<file path="config.mk">
export PLATFORM = sky130hd
export DESIGN_NAME = fir_out_requant
export DESIGN_NICKNAME = d
export VERILOG_FILES = /design/src/rtl/fir_out_requant.sv
export SDC_FILE = /design/constraint.sdc
export NUM_CORES = 1
export LEC_CHECK = 0
export BUFFER_PORTS_ARGS = -buffer_cell sky130_fd_sc_hd__buf_2
export CORE_MARGIN = 4
export CORE_UTILIZATION = 58
export DETAILED_ROUTE_END_ITERATION = 8
export GPL_TIMING_DRIVEN = 0
export PLACE_DENSITY = 0.81
export SYNTH_ARGS = -nofsm -noshare
export SYNTH_HDL_FRONTEND = slang
export SYNTH_SLANG_ARGS = --single-unit
</file>
<file path="constraint.sdc">
create_clock -name clk -period 4.7 [get_ports clk]
set_clock_uncertainty 0.2 [all_clocks]
set_input_delay 0.94 -clock clk [delete_from_list [all_inputs] [get_ports clk]]
set_output_delay 0.94 -clock clk [all_outputs]
set_load 0.05 [all_outputs]
</file>
<file path="src/rtl/fir_out_requant.sv">
// Output conditioning stage behind the FIR filter: rounds the wide Q28
// accumulator to a Q1.15 sample with saturation, decimates by DECIM, and
// buffers kept samples in a small FIFO so the consumer can stall freely.
// Saturation and drop events are counted for debug.
module fir_out_requant #(
  parameter int IN_W     = 43,
  parameter int IN_FRAC  = 28,
  parameter int OUT_W    = 17,
  parameter int OUT_FRAC = 15,
  parameter int DECIM    = 2,
  parameter int DEPTH    = 4
) (
  input  logic                       clk,
  input  logic                       reset,
  input  logic signed [IN_W-1:0]     y_in,
  input  logic                       in_valid,
  output logic signed [OUT_W-1:0]    out_data,
  output logic                       out_valid,
  input  logic                       out_ready,
  output logic [$clog2(DEPTH):0]     fifo_level,
  output logic [15:0]                sat_cnt,
  output logic [15:0]                drop_cnt,
  output logic                       overflow
);

  localparam int SH    = IN_FRAC - OUT_FRAC;
  localparam int PH_W  = (DECIM > 1) ? $clog2(DECIM) : 1;
  localparam int PTR_W = (DEPTH > 1) ? $clog2(DEPTH) : 1;
  localparam int CNT_W = $clog2(DEPTH) + 1;

  localparam logic [PH_W-1:0]       PH_LAST  = PH_W'(DECIM - 1);
  localparam logic [CNT_W-1:0]      CNT_FULL = CNT_W'(DEPTH);
  localparam logic signed [IN_W:0]  RND      = {{IN_W{1'b0}}, 1'b1} << (SH - 1);
  localparam logic signed [IN_W:0]  SAT_MAX  = {{(IN_W - OUT_W + 2){1'b0}}, {(OUT_W - 1){1'b1}}};
  localparam logic signed [IN_W:0]  SAT_MIN  = {{(IN_W - OUT_W + 2){1'b1}}, {(OUT_W - 1){1'b0}}};

  logic [PH_W-1:0]          ph_q, ph_d;
  logic                     keep;
  logic signed [IN_W:0]     yExt, sumW, rW;
  logic                     satHi, satLo;
  logic signed [OUT_W-1:0]  sample;

  logic signed [OUT_W-1:0]  stageData_q;
  logic                     stageKeep_q;
  logic [15:0]              satCnt_q, dropCnt_q;
  logic                     overflow_q;

  logic signed [OUT_W-1:0]  mem_q [DEPTH];
  logic [PTR_W-1:0]         wPtr_q, rPtr_q;
  logic [CNT_W-1:0]         count_q, count_d;
  logic                     full, push, pop, drop;

  // Round half toward +inf at IN_W+1 bits (cannot wrap), then clamp to OUT_W.
  always_comb begin
    yExt   = {y_in[IN_W-1], y_in};
    sumW   = yExt + RND;
    rW     = sumW >>> SH;
    satHi  = rW > SAT_MAX;
    satLo  = rW < SAT_MIN;
    sample = rW[OUT_W-1:0];
    if (satHi) begin
      sample = SAT_MAX[OUT_W-1:0];
    end else if (satLo) begin
      sample = SAT_MIN[OUT_W-1:0];
    end
  end

  // Decimation phase: keep a sample only at phase zero, advance on every valid.
  always_comb begin
    keep = in_valid && (ph_q == '0);
    ph_d = ph_q;
    if (in_valid) begin
      ph_d = (ph_q == PH_LAST) ? '0 : ph_q + 1'b1;
    end
  end

  // FIFO handshake: a push into a full FIFO succeeds only if the head leaves.
  always_comb begin
    full      = (count_q == CNT_FULL);
    out_valid = (count_q != '0);
    pop       = out_valid && out_ready;
    push      = stageKeep_q && (!full || pop);
    drop      = stageKeep_q && full && !pop;
    count_d   = count_q;
    if (push && !pop) begin
      count_d = count_q + 1'b1;
    end else if (pop && !push) begin
      count_d = count_q - 1'b1;
    end
  end

  // Phase counter, stage register and saturation counter update on the sampling edge.
  always_ff @(posedge clk) begin
    if (reset) begin
      ph_q        <= '0;
      stageData_q <= '0;
      stageKeep_q <= 1'b0;
      satCnt_q    <= '0;
    end else begin
      ph_q        <= ph_d;
      stageData_q <= sample;
      stageKeep_q <= keep;
      if (keep && (satHi || satLo) && (satCnt_q != 16'hFFFF)) begin
        satCnt_q <= satCnt_q + 16'd1;
      end
    end
  end

  // Circular buffer storage, pointers and occupancy.
  always_ff @(posedge clk) begin
    if (reset) begin
      for (int i = 0; i < DEPTH; i++) begin
        mem_q[i] <= '0;
      end
      wPtr_q  <= '0;
      rPtr_q  <= '0;
      count_q <= '0;
    end else begin
      if (push) begin
        mem_q[wPtr_q] <= stageData_q;
        wPtr_q        <= wPtr_q + 1'b1;
      end
      if (pop) begin
        rPtr_q <= rPtr_q + 1'b1;
      end
      count_q <= count_d;
    end
  end

  // Drop counter and sticky overflow update on the push edge.
  always_ff @(posedge clk) begin
    if (reset) begin
      dropCnt_q  <= '0;
      overflow_q <= 1'b0;
    end else if (drop) begin
      overflow_q <= 1'b1;
      if (dropCnt_q != 16'hFFFF) begin
        dropCnt_q <= dropCnt_q + 16'd1;
      end
    end
  end

  assign out_data   = mem_q[rPtr_q];
  assign fifo_level = count_q;
  assign sat_cnt    = satCnt_q;
  assign drop_cnt   = dropCnt_q;
  assign overflow   = overflow_q;

endmodule

</file>
-- Word-level counts from Yosys, hierarchy flattened
Memory sizes are Yosys's and may differ from the RTL's. A register that Yosys moved wholly into a read port is not among the register bits.
Index checks and enable logic that the tools add are counted.
- output and inout bits: 54
- latch bits: 0
- logic and storage cells: 59
- input port bits: 47
- bits in registers: 59
- memories kept: 1
- memory bits (writable): 68
- ROM bits: 0
- multiply operators: 0
- equal/unequal tests: 3
- $lt $le $gt $ge: 2
- bitwise operators: 1
- shifts and indexed selects: 0
- reductions and logical operators: 19
- div/mod/pow operators: 0
- $add $sub $neg: 8
- mux-type cells: 15
- memories (name ; depth ; width ; read ports ; clocked after Yosys merged registers in ; write ports ; RTL line ; RTL):
    mem_q ; 4 ; 17 ; 1 ; 1 ; 4 ; 48 ; logic signed [OUT_W-1:0] mem_q [DEPTH];
- operators by type and width (operator ; count):
    $add 43x14->44 const B ; 1
    $mux 17 ; 2
    $add 16x1->16 const B ; 2
    $ne 16x16->1 const B ; 2
    $gt 31x17->1 const B ; 1
    $lt 31x17->1 const B ; 1
    $reduce_or 17->1 ; 1
    $mux 16 ; 1
    $logic_and 1x1->1 ; 9
    $mux 1 ; 7
    $mux 2 ; 3
    $mux 3 ; 2
    $add 2x1->2 const B ; 2
    $add 3x1->3 const B ; 1
    $eq 3x3->1 const B ; 1
    $logic_not 1->1 ; 3
    $reduce_bool 3->1 ; 1
    $sub 3x1->3 const B ; 1
    $logic_or 1x1->1 ; 2
    $reduce_and 2->1 ; 1
    $reduce_bool 2->1 ; 1
    $reduce_or 2->1 ; 1
    $add 1x1->1 const B ; 1
    $not 1->1 ; 1

-- Logic depth before layout (Yosys ltp)
- depth after elaboration: 9
- gate-level depth with buffers: 10

-- Worst setup path before layout
Ideal clock, no wire load.
- kind: input-to-reg
- from: input y_in[12]
- to: register satCnt_q[11], in the netlist sat_cnt[11]
- required time: 4.379 ns
- slack: 1.339 ns
- stages: 10
- library setup time: 0.121 ns
- buffers on the path: 1
- arrival: 3.039 ns
- cell sequence: ha_1 > nand3_1 > nor4_4 > and4_1 > o22ai_2 > or4b_4 > buf_8 > nand2_8 > nor3_1 > mux2_4
- word-level cells in the longest chain between the ends: 5
- elaborated cells between the ends (all ways): 6
- those cells by class: add/sub (1); order compare (2); reduce/logical (3)
- RTL lines (what ; RTL line ; RTL):
    start, declared ; 15 ; input logic signed [IN_W-1:0] y_in,
    $add 43x14->44 * ; 56 ; sumW = yExt + RND;
    $gt 31x17->1 / $lt 31x17->1 (equally long branches) ; 58, 59 ;
    $logic_or 1x1->1 * ; 103 ; if (keep && (satHi || satLo) && (satCnt_q != 16'hFFFF)) begin
    $logic_and 1x1->1 * (2 in a row) ; 103 ;
    end signal, assigned ; 104 ; satCnt_q <= satCnt_q + 16'd1;
    end, declared ; 45 ; logic [15:0] satCnt_q, dropCnt_q;
Every way passes the cells marked *; elsewhere a longest branch is shown, timed or not.
A chain may end at the register's enable or synchronous reset.

==> summary.md <==
| Metric | Value |
|---|---|
| Status | `finished clean` |
| Hold WS | `0.2954 ns` |
| DR vias | `5041` |
| Leak | `3.052 nW` |
| Synth cell count leaders | `sky130_fd_sc_hd__nor2_1, sky130_fd_sc_hd__edfxtp_1, sky130_fd_sc_hd__dfxtp_1` |
| Number of hold violations in the final report | `0` |
| Largest cells by area after synthesis | `sky130_fd_sc_hd__edfxtp_1, sky130_fd_sc_hd__dfxtp_1, sky130_fd_sc_hd__mux4_2` |
| Critical Path Start Type | `flip-flop` |
| Global routing usage summed across all routing layers | `24.59%` |
| Detailed-router iteration count before antenna repair | `6` |
| Number of maximum-capacitance constraint violations | `0` |
| Largest stage delay on the critical path | `0.70 ns` |
| Number of flip-flops and latches in the synthesized netlist | `129` |
| Power Dens Cells | `436.3 mW/mm²` |
| Number of levels the H-tree was split into | `4` |
| Number of global-route vias before repair | `5140` |
| Residual overflow from global routing | `0` |
| DIE WIDTH | `114.4 µm` |
| First-pass GRT wire length | `25280 µm` |
| Average size of a mapped cell | `10.67 µm²` |
| Cell Area, Synth | `0.006563 mm²` |
| Synth Flop Type | `sky130_fd_sc_hd__edfxtp_1` |
| Final worst path period share | `83.60%` |
| Final instance count without filler cells | `872` |
| Post-CTS setup-driven buffer insertion count | `0` |
| Final RePlAce weighted congestion | `0.9148` |
| Net Count, Synth | `667` |
| Largest driver fanout on the critical path | `10` |
| Remaining DRCs | `0` |
| Min Tclk post-route | `3.929 ns` |
| Reg2Reg Setup Slack | `1.74 ns` |
| FF-to-FF path depth | `7` |
| Count of unique library cells instantiated by Yosys | `69` |
| Nets | `771` |
| Io pins | `101` |
| Cell at the root of the clock tree | `sky130_fd_sc_hd__clkbuf_16` |
| Final setup violation count | `0` |
| Sequential-to-total area share from yosys stat | `49.72%` |
| Aggregate routed wire length | `15090 µm` |
| Yosys warning count | `0` |
| Data required time at the worst endpoint | `3.56 ns` |
| Sum Neg Setup Slack | `0 ns` |
| Die Span Y | `114.4 µm` |
| Maximum ir drop on the vdd rail | `292.0 µV` |
| Reg-to-reg critical path endpoint | `drop_cnt[7]` |
| Class of the most critical setup path | `flip-flop to primary output` |
| Hold Startpoint | `drop_cnt[15]` |
| Type of the most critical hold path | `flip-flop to flip-flop` |
| Cell type contributing the most total cell area after synthesis | `sky130_fd_sc_hd__edfxtp_1` |
| Post-route ant nets | `0` |
| Effective utilization at floorplan | `60.01%` |
| Total buffers and inverters traversed by the critical path | `3` |
| Worst r2r src | `fifo_level[0]` |
| Ratio of routed vias to standard cells | `5.781` |
| Asr flop ratio synth | `0%` |
| Hold Path Sink | `drop_cnt[15]` |
| Overall die area | `0.01308 mm²` |
| Largest net degree at the start of global routing | `18` |
| Total core area | `0.01094 mm²` |
| Post-detail-place hpwl | `10690 µm` |
| Area after detailed placement | `0.007171 mm²` |
| Clock latency on the worst-skew pair | `0.41 ns` |
| Worst max-slew margin expressed relative to the limit | `25.94%` |
| Area overhead of the layout relative to synthesis | `19.07%` |
| Cell total after placement | `840` |
| Cts bufs inserted | `17` |
| Worst path arrival time | `2.79 ns` |
| WHS Path Cells | `2` |
| Top-count cell post-synth | `sky130_fd_sc_hd__nor2_1` |
| Endpoint kind of the worst setup timing path | `primary output` |
| EDFF count, synth | `68` |
| Actual transition at the worst max-transition pin | `1.101 ns` |
| WL/cell | `17.31 µm` |
| Unrepaired setup endpoints after global routing | `false` |
| Total of buffers placed on input and output ports | `85` |
| Post-route design area | `0.007814 mm²` |
| Highest clock rate | `254.5 MHz` |
| Gates resized, CTS repair | `0` |
| Number of DRC markers in iteration 0 | `302` |
| Sequence of cells on the critical path | `clkbuf_1 > buf_1 > mux4_2 > buf_2` |
| Critical-path cell with the highest stage delay | `sky130_fd_sc_hd__buf_1` |
| Clock transition at path regs | `0.06 ns` |
| Count of hold buffers inserted by post-cts repair | `0` |
| Final number of max-transition violations | `0` |
| Portion of synthesized cell area occupied by the leading cell type | `31.12%` |
| Row count | `38` |
| Number of instances in the synthesized netlist | `615` |
| TritonCTS clock tree | `yes` |
| Share of final-layout standard cells stronger than drive strength 1 | `24.45%` |
| Family of cells with the greatest summed delay on the critical path | `buffers and inverters` |
| Clock Sink Count | `129` |
| Initial antenna violation count | `0` |
| Inserted Diodes | `0` |
| CTS Buffer Depth | `2` |
## layout by cell type, fill, tap and decap left out, types with 7 or more instances in the layout
| cell type | netlist | layout |
|---|---|---|
| sky130_fd_sc_hd__buf_2 | 6 | 91 |
| sky130_fd_sc_hd__nor2_1 | 78 | 78 |
| sky130_fd_sc_hd__edfxtp_1 | 68 | 68 |
| sky130_fd_sc_hd__dfxtp_1 | 61 | 61 |
| sky130_fd_sc_hd__nand2_1 | 52 | 52 |
| sky130_fd_sc_hd__inv_1 | 25 | 25 |
| sky130_fd_sc_hd__and2_1 | 24 | 24 |
| sky130_fd_sc_hd__o21ai_0 | 23 | 23 |
| sky130_fd_sc_hd__clkbuf_16 | 0 | 22 |
| sky130_fd_sc_hd__xnor2_1 | 20 | 20 |
| sky130_fd_sc_hd__a21oi_1 | 20 | 20 |
| sky130_fd_sc_hd__nand3_1 | 19 | 19 |
| sky130_fd_sc_hd__mux4_2 | 17 | 17 |
| sky130_fd_sc_hd__nand4_1 | 17 | 17 |
| sky130_fd_sc_hd__nor2b_1 | 16 | 16 |
| sky130_fd_sc_hd__xor2_1 | 16 | 16 |
| sky130_fd_sc_hd__clkbuf_1 | 14 | 15 |
| sky130_fd_sc_hd__or3_1 | 12 | 12 |
| sky130_fd_sc_hd__nor3_1 | 11 | 11 |
| sky130_fd_sc_hd__and3_1 | 11 | 11 |
| sky130_fd_sc_hd__and4_1 | 10 | 10 |
| sky130_fd_sc_hd__mux2_4 | 8 | 8 |
| sky130_fd_sc_hd__nand2b_1 | 7 | 7 |
## flip-flops by register name, indices dropped and copies added, names as in the netlist, named ones only
signal	count
fifo_level	3
wPtr_q	2
stageData_q	17
stageKeep_q	1
rPtr_q	2
overflow	1
ph_q	1
drop_cnt	16
mem_q	68
sat_cnt	16
## worst register-to-register path: stages (launching register included)
cell and delay [ns]:
sky130_fd_sc_hd__dfxtp_1 0.36, sky130_fd_sc_hd__nor4b_1 0.57, sky130_fd_sc_hd__nand2_1 0.16, sky130_fd_sc_hd__a31oi_1 0.62
sky130_fd_sc_hd__nand4_1 0.42, sky130_fd_sc_hd__nor2_1 0.27, sky130_fd_sc_hd__xnor2_1 0.17, sky130_fd_sc_hd__nor2_1 0.06
## cell type report
class | count | area, µm²
repair buffers | 85 | 425.4
well taps | 140 | 175.2
fillers | 789 | 3122
plain buffers | 28 | 127.6
flip-flops and latches | 129 | 3263
inverters | 25 | 93.84
clock buffers | 24 | 559.3
clock inverters | 8 | 83.83
multi-input cells | 433 | 3085
## logic make-up after synthesis
group	synth area share, %
mux	8.275
flops	49.72
xor+xnor	4.805
simple gates	25.05
fa+ha+maj	1.068
buf+inv	3.375
compound gates	7.703
## power by group
part	switching, W	internal (W)	leakage (nW)
sequential	0.0000405	0.00125	1.20
combinational	0.000503	0.000231	1.53
clock	0.000487	0.000892	0.316
total	0.00103	0.00238	3.05
## layer usage
layer	part of all wire [%]	GRT usage, %
met1	41	30.79
met2	51	40.71
met3	7.1	7.558
met4	1.2	8.234
met5	0	0
## stage by stage
step	utilization, %	total power, W	setup WS (ns)
final	71.45	0.003409	0.7706
after detailed placement	65.57	0.002049	0.8021
after CTS	71.45	0.003427	0.6444
after global routing	71.45	0.003548	0.4892
after global placement	65.50	0.002030	0.8968
after floorplan	-	0.001876	1.339
## worst max path at each step
stage	cells past startpoint	startpoint	slack, ns	to
after floorplan	10	y_in[12]	1.34	sat_cnt[11]
after global placement	10	y_in[16]	0.90	sat_cnt[7]
after detailed placement	10	y_in[16]	0.80	sat_cnt[7]
after CTS	4	flip-flop	0.64	out_data[7]
after global routing	4	flip-flop	0.49	out_data[7]
final	4	flip-flop	0.77	out_data[7]
No activity file was read; power rests on OpenSTA's default activity.
